## src/rtl/can_pkg.sv

```systemverilog
// can_pkg: shared CAN definitions for the encoder and decoder.
// Holds the transmit field sequence enum, the field widths, the CRC-15
// generator polynomial, the bit-stuffing run limit and the captured frame
// record.
package can_pkg;

    localparam int ID_A_W      = 11;
    localparam int ID_B_W      = 18;
    localparam int DLC_W       = 4;
    localparam int DATA_W      = 64;
    localparam int CRC_W       = 15;
    localparam int STUFF_LIMIT = 5;

    localparam logic [CRC_W-1:0] CRC_POLY = 15'h4599;

    // The declaration order is relied upon: SOF..CRC is the stuffed region
    // and SOF..DATA is the region covered by the CRC.
    typedef enum logic [3:0] {
        ST_IDLE,
        ST_SOF,
        ST_ID_A,
        ST_SRR,
        ST_IDE,
        ST_ID_B,
        ST_RTR,
        ST_R1,
        ST_R0,
        ST_DLC,
        ST_DATA,
        ST_CRC,
        ST_CRC_DEL,
        ST_ACK_SLOT,
        ST_ACK_DEL,
        ST_EOF
    } can_state_e;

    typedef struct packed {
        logic [ID_A_W-1:0] id_a;
        logic [ID_B_W-1:0] id_b;
        logic              ide;
        logic              rtr;
        logic [DLC_W-1:0]  dlc;
        logic [DATA_W-1:0] data;
    } can_frame_t;

endpackage

```

## src/rtl/can_encoder_if.sv

```systemverilog
// can_encoder_if: transmit request, bit-timing strobe, bus bit and status
// signals of the CAN encoder.
//   master: controller side (drives the request and the strobe, reads status)
//   slave : encoder side
interface can_encoder_if;
    import can_pkg::*;

    logic              sample_point;
    logic              tx_start;
    logic [ID_A_W-1:0] field_id_a;
    logic [ID_B_W-1:0] field_id_b;
    logic              field_ide;
    logic              field_rtr;
    logic [DLC_W-1:0]  field_dlc;
    logic [DATA_W-1:0] field_data;
    logic              rx_bit;
    logic              tx_bit;
    logic              busy;
    logic              tx_done;
    logic              ack_error;

    modport master (
        output sample_point, tx_start, field_id_a, field_id_b, field_ide,
               field_rtr, field_dlc, field_data, rx_bit,
        input  tx_bit, busy, tx_done, ack_error
    );

    modport slave (
        input  sample_point, tx_start, field_id_a, field_id_b, field_ide,
               field_rtr, field_dlc, field_data, rx_bit,
        output tx_bit, busy, tx_done, ack_error
    );

endinterface

```

## src/rtl/can_crc15.sv

```systemverilog
// can_crc15: serial CAN CRC-15 (x^15+x^14+x^10+x^8+x^7+x^4+x^3+1).
//   clock, reset : system clock, synchronous active-high reset
//   clear        : return the register to 0 (initial value)
//   enable       : shift in data_bit this cycle
//   data_bit     : next unstuffed frame bit
//   crc          : current remainder, MSB is the first bit transmitted
module can_crc15
    import can_pkg::*;
(
    input  logic             clock,
    input  logic             reset,
    input  logic             clear,
    input  logic             enable,
    input  logic             data_bit,
    output logic [CRC_W-1:0] crc
);

    logic [CRC_W-1:0] crc_q, crc_d;
    logic             feedback;

    always_comb begin
        crc_d    = crc_q;
        feedback = data_bit ^ crc_q[CRC_W-1];
        if (clear) begin
            crc_d = '0;
        end else if (enable) begin
            crc_d = {crc_q[CRC_W-2:0], 1'b0} ^ (feedback ? CRC_POLY : '0);
        end
    end

    always_ff @(posedge clock) begin
        if (reset) crc_q <= '0;
        else       crc_q <= crc_d;
    end

    assign crc = crc_q;

endmodule

```

## src/rtl/can_encoder.sv

```systemverilog
// can_encoder: serializes one CAN 2.0A/2.0B data or remote frame onto
// tx_bit, one bit per sample_point strobe, with CRC-15 and bit stuffing.
//   clock, reset : system clock, synchronous active-high reset
//   bus (slave)  : tx_start + field_* request, sample_point strobe, rx_bit
//                  readback (ACK slot), tx_bit output, busy / tx_done /
//                  ack_error status
// state_q names the field of the next bit to be driven and cnt_q the bit
// index inside that field.
module can_encoder
    import can_pkg::*;
#(
    parameter int MAX_DATA_BYTES = 8,
    parameter int EOF_BITS       = 7
) (
    input  logic         clock,
    input  logic         reset,
    can_encoder_if.slave bus
);

    can_state_e       state_q, state_d, nxt_state;
    can_frame_t       frame_q, frame_d;
    logic [6:0]       cnt_q, cnt_d, field_len;
    logic [2:0]       stuff_cnt_q, stuff_cnt_d;
    logic             tx_bit_q, tx_bit_d;
    logic             busy_q, busy_d;
    logic             tx_done_q, tx_done_d;
    logic             ack_error_q, ack_error_d;
    logic [CRC_W-1:0] crc;
    logic             crc_clear, crc_en, field_bit, in_stuff, in_crc;
    logic [3:0]       nbytes;
    logic [6:0]       data_bits;

    can_crc15 u_crc (
        .clock    (clock),
        .reset    (reset),
        .clear    (crc_clear),
        .enable   (crc_en),
        .data_bit (field_bit),
        .crc      (crc)
    );

    // Payload length; the DLC field itself still carries the raw code.
    always_comb begin
        if (frame_q.rtr)                          nbytes = 4'd0;
        else if (frame_q.dlc > 4'(MAX_DATA_BYTES)) nbytes = 4'(MAX_DATA_BYTES);
        else                                      nbytes = frame_q.dlc;
        data_bits = {nbytes, 3'b000};
    end

    assign in_stuff = (state_q >= ST_SOF) && (state_q <= ST_CRC);
    assign in_crc   = (state_q >= ST_SOF) && (state_q <= ST_DATA);

    // Bit value, length and successor of the current field.
    always_comb begin
        field_bit = 1'b1;
        field_len = 7'd1;
        nxt_state = ST_IDLE;
        case (state_q)
            ST_SOF:      begin field_bit = 1'b0; nxt_state = ST_ID_A; end
            ST_ID_A: begin
                field_bit = frame_q.id_a[4'(ID_A_W-1) - cnt_q[3:0]];
                field_len = 7'(ID_A_W);
                nxt_state = frame_q.ide ? ST_SRR : ST_RTR;
            end
            ST_SRR:      nxt_state = ST_IDE;
            ST_IDE: begin
                field_bit = frame_q.ide;
                nxt_state = frame_q.ide ? ST_ID_B : ST_R0;
            end
            ST_ID_B: begin
                field_bit = frame_q.id_b[5'(ID_B_W-1) - cnt_q[4:0]];
                field_len = 7'(ID_B_W);
                nxt_state = ST_RTR;
            end
            ST_RTR: begin
                field_bit = frame_q.rtr;
                nxt_state = frame_q.ide ? ST_R1 : ST_IDE;
            end
            ST_R1:       begin field_bit = 1'b0; nxt_state = ST_R0; end
            ST_R0:       begin field_bit = 1'b0; nxt_state = ST_DLC; end
            ST_DLC: begin
                field_bit = frame_q.dlc[2'(DLC_W-1) - cnt_q[1:0]];
                field_len = 7'(DLC_W);
                nxt_state = (data_bits == 7'd0) ? ST_CRC : ST_DATA;
            end
            ST_DATA: begin
                field_bit = frame_q.data[6'(DATA_W-1) - cnt_q[5:0]];
                field_len = data_bits;
                nxt_state = ST_CRC;
            end
            ST_CRC: begin
                field_bit = crc[4'(CRC_W-1) - cnt_q[3:0]];
                field_len = 7'(CRC_W);
                nxt_state = ST_CRC_DEL;
            end
            ST_CRC_DEL:  nxt_state = ST_ACK_SLOT;
            ST_ACK_SLOT: nxt_state = ST_ACK_DEL;
            ST_ACK_DEL:  nxt_state = ST_EOF;
            default:     ;
        endcase
    end

    always_comb begin
        state_d     = state_q;
        frame_d     = frame_q;
        cnt_d       = cnt_q;
        stuff_cnt_d = stuff_cnt_q;
        tx_bit_d    = tx_bit_q;
        busy_d      = busy_q;
        tx_done_d   = 1'b0;
        ack_error_d = ack_error_q;
        crc_clear   = 1'b0;
        crc_en      = 1'b0;

        if (state_q == ST_IDLE) begin
            // Acceptance never consumes a coincident strobe.
            if (bus.tx_start) begin
                frame_d.id_a = bus.field_id_a;
                frame_d.id_b = bus.field_id_b;
                frame_d.ide  = bus.field_ide;
                frame_d.rtr  = bus.field_rtr;
                frame_d.dlc  = bus.field_dlc;
                frame_d.data = bus.field_data;
                state_d      = ST_SOF;
                cnt_d        = '0;
                stuff_cnt_d  = '0;
                busy_d       = 1'b1;
                ack_error_d  = 1'b0;
                crc_clear    = 1'b1;
            end
        end else if (bus.sample_point) begin
            if (state_q == ST_EOF && cnt_q == 7'(EOF_BITS)) begin
                // This strobe ends the last EOF bit.
                state_d   = ST_IDLE;
                cnt_d     = '0;
                busy_d    = 1'b0;
                tx_done_d = 1'b1;
            end else if (stuff_cnt_q == 3'(STUFF_LIMIT)) begin
                // Also reached in CRC_DEL when the run ends on the last CRC bit.
                tx_bit_d    = ~tx_bit_q;
                stuff_cnt_d = 3'd1;
            end else begin
                tx_bit_d = field_bit;
                if (in_stuff)
                    stuff_cnt_d = (stuff_cnt_q != 3'd0 && field_bit == tx_bit_q) ?
                                  stuff_cnt_q + 3'd1 : 3'd1;
                else
                    stuff_cnt_d = 3'd0;
                crc_en = in_crc;
                // Driving ACK_DEL means the ACK slot has just ended.
                if (state_q == ST_ACK_DEL)
                    ack_error_d = ack_error_q | bus.rx_bit;
                if (state_q == ST_EOF) begin
                    cnt_d = cnt_q + 7'd1;
                end else if (cnt_q == field_len - 7'd1) begin
                    state_d = nxt_state;
                    cnt_d   = '0;
                end else begin
                    cnt_d = cnt_q + 7'd1;
                end
            end
        end
    end

    always_ff @(posedge clock) begin
        if (reset) begin
            state_q     <= ST_IDLE;
            frame_q     <= '0;
            cnt_q       <= '0;
            stuff_cnt_q <= '0;
            tx_bit_q    <= 1'b1;
            busy_q      <= 1'b0;
            tx_done_q   <= 1'b0;
            ack_error_q <= 1'b0;
        end else begin
            state_q     <= state_d;
            frame_q     <= frame_d;
            cnt_q       <= cnt_d;
            stuff_cnt_q <= stuff_cnt_d;
            tx_bit_q    <= tx_bit_d;
            busy_q      <= busy_d;
            tx_done_q   <= tx_done_d;
            ack_error_q <= ack_error_d;
        end
    end

    assign bus.tx_bit    = tx_bit_q;
    assign bus.busy      = busy_q;
    assign bus.tx_done   = tx_done_q;
    assign bus.ack_error = ack_error_q;

endmodule

```

## src/flat_wrapper.sv

```systemverilog
// flat-port wrapper written by rule: the top's interface ports become plain ports
module can_encoder_flat import can_pkg::*;
#(
    parameter int MAX_DATA_BYTES = 8,
    parameter int EOF_BITS       = 7
)
  (clock, reset, bus_sample_point, bus_tx_start, bus_field_id_a, bus_field_id_b, bus_field_ide, bus_field_rtr, bus_field_dlc, bus_field_data, bus_rx_bit, bus_tx_bit, bus_busy, bus_tx_done, bus_ack_error);
  can_encoder_if bus_i ();
  input  logic clock;
  input  logic reset;
  input wire logic [$bits(bus_i.sample_point)-1:0] bus_sample_point;
  input wire logic [$bits(bus_i.tx_start)-1:0] bus_tx_start;
  input wire logic [$bits(bus_i.field_id_a)-1:0] bus_field_id_a;
  input wire logic [$bits(bus_i.field_id_b)-1:0] bus_field_id_b;
  input wire logic [$bits(bus_i.field_ide)-1:0] bus_field_ide;
  input wire logic [$bits(bus_i.field_rtr)-1:0] bus_field_rtr;
  input wire logic [$bits(bus_i.field_dlc)-1:0] bus_field_dlc;
  input wire logic [$bits(bus_i.field_data)-1:0] bus_field_data;
  input wire logic [$bits(bus_i.rx_bit)-1:0] bus_rx_bit;
  output wire logic [$bits(bus_i.tx_bit)-1:0] bus_tx_bit;
  output wire logic [$bits(bus_i.busy)-1:0] bus_busy;
  output wire logic [$bits(bus_i.tx_done)-1:0] bus_tx_done;
  output wire logic [$bits(bus_i.ack_error)-1:0] bus_ack_error;
  assign bus_i.sample_point = bus_sample_point;
  assign bus_i.tx_start = bus_tx_start;
  assign bus_i.field_id_a = bus_field_id_a;
  assign bus_i.field_id_b = bus_field_id_b;
  assign bus_i.field_ide = bus_field_ide;
  assign bus_i.field_rtr = bus_field_rtr;
  assign bus_i.field_dlc = bus_field_dlc;
  assign bus_i.field_data = bus_field_data;
  assign bus_i.rx_bit = bus_rx_bit;
  assign bus_tx_bit = bus_i.tx_bit;
  assign bus_busy = bus_i.busy;
  assign bus_tx_done = bus_i.tx_done;
  assign bus_ack_error = bus_i.ack_error;
  can_encoder #(.MAX_DATA_BYTES(MAX_DATA_BYTES), .EOF_BITS(EOF_BITS)) u_core (.clock(clock), .reset(reset), .bus(bus_i));
endmodule
```

## config.mk

```make
export PLATFORM = sky130hd
export DESIGN_NAME = can_encoder_flat
export DESIGN_NICKNAME = d
export VERILOG_FILES = /design/src/rtl/can_pkg.sv /design/src/rtl/can_encoder_if.sv /design/src/rtl/can_crc15.sv /design/src/rtl/can_encoder.sv /design/src/flat_wrapper.sv
export SDC_FILE = /design/constraint.sdc
export NUM_CORES = 1
export LEC_CHECK = 0
export BUFFER_PORTS_ARGS = -buffer_cell sky130_fd_sc_hd__buf_4
export CORE_MARGIN = 8
export CORE_UTILIZATION = 48
export CTS_CLUSTER_SIZE = 40
export DETAILED_ROUTE_END_ITERATION = 7
export MAX_ROUTING_LAYER = met4
export PLACE_DENSITY_LB_ADDON = 0.3
export SLEW_MARGIN = 20
export SYNTH_ARGS = -nofsm -noshare
export SYNTH_HDL_FRONTEND = slang
export SYNTH_SLANG_ARGS = --single-unit
```

## constraint.sdc

```tcl
create_clock -name clock -period 5.5 [get_ports clock]
set_input_delay 1.1 -clock clock [delete_from_list [all_inputs] [get_ports clock]]
set_output_delay 1.1 -clock clock [all_outputs]
set_load 0.01 [all_outputs]
```

==> results.md <==
* Fin area at 0.008077 mm2
* Initial antenna violation count at 0
* CTS tree: yes
* Worst hold stages at 2
* CP Cell Sequence: inv_1 > ha_1 > a2111oi_0 > nand4bb_1 > o211ai_1 > or4_4 > nor3_4 > xnor3_1 > o21a_1
* Antenna-violating nets left at 0
* DP Worst Slack at 1.527 ns
* Reg2Reg Depth at 9
* Critical path class: flop to flop
* Post-layout min period at 4.021 ns
* Clk_lat worst skew at 0.42 ns
* Setup crit start: u_core.cnt_q[2]
* Post-cts resize count at 0
* # rows at 43
* Core Area at 0.01377 mm2
* Count leader, synth: nand2_1
* Total power at 3.406 mW
* Htree depth at 4
* Hold_ws at 0.4506 ns
* Top routing layer in use: met4
* CTS root buffer: clkbuf_16
* Placed cell area at 0.007533 mm2
* Inserted Diodes at 0
* Critical path buffers and inverters at 1
* CP arrival at 4.33 ns
* Multi-input gate area at 0.003760 mm2
* Layout cells sized above 1 at 18.62%
* Vias in the first global route at 5777
* Post-Route Utilization at 58.64%
* Hold buffers post-CTS at 0
* Via-to-Cell Ratio at 5.489
* Synth area leader: dfxtp_1
* Worst Tran Pin Value at 1.036 ns
* Final GP Congestion at 0.8508
* Period utilization at 73.11%
* Predominant post-synthesis flop cell: dfxtp_1
* WP data required at 5.81 ns
* CP top delay family: simple AND/OR/NAND/NOR gates
* Worst-path maximum fanout at 24
* Hold Crit Class: flop to flop
* Met1 Wirelength at 7.847 mm
* Die Wd at 134.4 um
* Routed length on met2 at 8.308 mm
* Seq/Total Area, Yosys at 39.30%
* Cts bufs inserted at 17
* Worst hold start: u_core.frame_q[79]
* Max Root-Sink Buffers at 2
* Post-synth EDFFs at 0
* Worst vdd ir at 0.0003121 V
* Number of port buffers at 107
* Yosys warnings at 0
* Status: completed
* Setup TNS Final at 0 ns
* Synth async-reset ratio at 0%
* Power Density at 421.8 mW/mm2
* Hold Violations, Final at 0
* Fmax at 0.2487 GHz
* Vias at 6000
* Remaining global-route overflow at 0
* Global-route wire length before repair at 28.66 mm
* Unrepaired setup endpoints after global routing: no
* Max_slew headroom at 30.90%
* Global Route Usage Sum at 20.02%
* Placed cell count at 1061
* Max-Cap Viols at 0
* Worst-path clk slew at 0.06 ns
* Largest net degree at the start of global routing at 103
* Number of clock sinks at 132
* Number of cells on the critical path at 9
* Netlist cell types at 70
* Wirelength, routed at 17.16 mm
* WL/cell at 15.70 um
* Drt pass-1 iters at 5
* Delay of the slowest critical-path stage at 1.00 ns
* Layout net count at 1013
* Startpoint type of the worst setup path: flop
* Slowest cell on the critical path: dfxtp_1
* Die Area at 0.01805 mm2
* FF+latch count, synth at 132
* FF-to-FF Start: u_core.cnt_q[2]
* Synth cell count leaders: nand2_1, dfxtp_1, a21oi_1, clkbuf_1, nor2_1
* Leak Pwr at 3.118 nW
* Slew Viols, Final at 0
* R2R setup slack at 1.48 ns
* # IOs at 108
* Final setup fails at 0
* Syn-to-layout area delta at 20.12%
* Fin cells at 1093
* DRC errors left at 0
* Total setup buffers inserted after CTS at 0
* Worst setup EP type: flop
* Top cells by area, synth: dfxtp_1, nand2_1, a21oi_1
* Starting Density at 48.82%
* Die height at 134.4 um
* Initial DRC Count at 513
* Register area at 0.002644 mm2
* Post-Syn Instances at 832
* Post-DP HPWL at 11.68 mm
* Syn nets at 945
* Syn Area/Cell at 8.082 um2
* Post-route setup slack at 1.479 ns
* Netlist Area Pre-Place at 0.006724 mm2
* Area share of the largest cell type after synthesis at 39.30%
* Clk_skew at 0.009024 ns
* Filler cells at 1311
* WL met3 at 812 um
path summary, 6_finish.rpt:
| kind | endpoint |
|---|---|
| worst min register to register | u_core.frame_q[79] |
| worst max-delay path | u_core.u_crc.crc[3] |
| worst max register to register | u_core.u_crc.crc[3] |
| worst min-delay path | u_core.frame_q[79] |
worst reg2reg max path: stages, from the launching register on:
cell       delay, ns
dfxtp_1         1.00
inv_1           0.32
ha_1            0.43
a2111oi_0       0.40
nand4bb_1       0.19
o211ai_1        0.12
or4_4           0.53
nor3_4          0.45
xnor3_1         0.30
o21a_1          0.17
power by group:
group	switching, mW	internal (mW)
Sequential	0.170	1.13
Clock	0.423	0.620
Combinational	0.612	0.448
routing by layer:
layer | up-vias | track usage, %
met1 | 2781 | 25.45
met3 | 18 | 4.899
met5 | - | -
met4 | 0 | 5.552
met2 | 162 | 31.09
li1 | 3039 | -
registers in the layout (all words and copies together), names as in the netlist:
register	count
u_core.bus.ack_error	1
u_core.state_q	4
u_core.u_crc.crc	15
u_core.frame_q	99
u_core.stuff_cnt_q	3
u_core.cnt_q	7
u_core.bus.tx_bit	1
u_core.bus.tx_done	1
u_core.bus.busy	1
kinds of logic after synthesis:
group | count (synthesis) | synth area share [%]
simple gates | 350 | 23.43
mux | 42 | 9.620
buf+inv | 80 | 4.968
compound gates | 193 | 16.58
flops | 132 | 39.30
xor+xnor | 26 | 4.429
fa+ha+maj | 9 | 1.675
cells in the final DEF, fill, tap and decap left out, drive strengths merged, types with 3 or more instances in the layout:
master,n
nand4,13
mux4,18
nand3,20
and4,3
buf,112
dfxtp,132
a2111oi,4
inv,19
ha,9
or2,3
o22ai,3
nor3b,3
a31oi,4
clkbuf,20
xor2,11
o31ai,6
nor3,12
a21oi,127
xnor3,4
mux2i,23
nand2,232
o21a,3
nor2b,11
o211ai,4
a211oi,3
and3,8
o21ai,18
nor2,24
xnor2,10
clkinv,8
or3,3
final cells by class:
type / count / area share (%)
multi-input cells: 620 / 46.55
flip-flops and latches: 132 / 32.73
repair buffers: 112 / 10.41
clock buffers: 20 / 5.407
well taps: 180 / 2.789
clock inverters: 12 / 1.317
inverters: 17 / 0.7901
No activity file was read; power rests on OpenSTA's default activity.
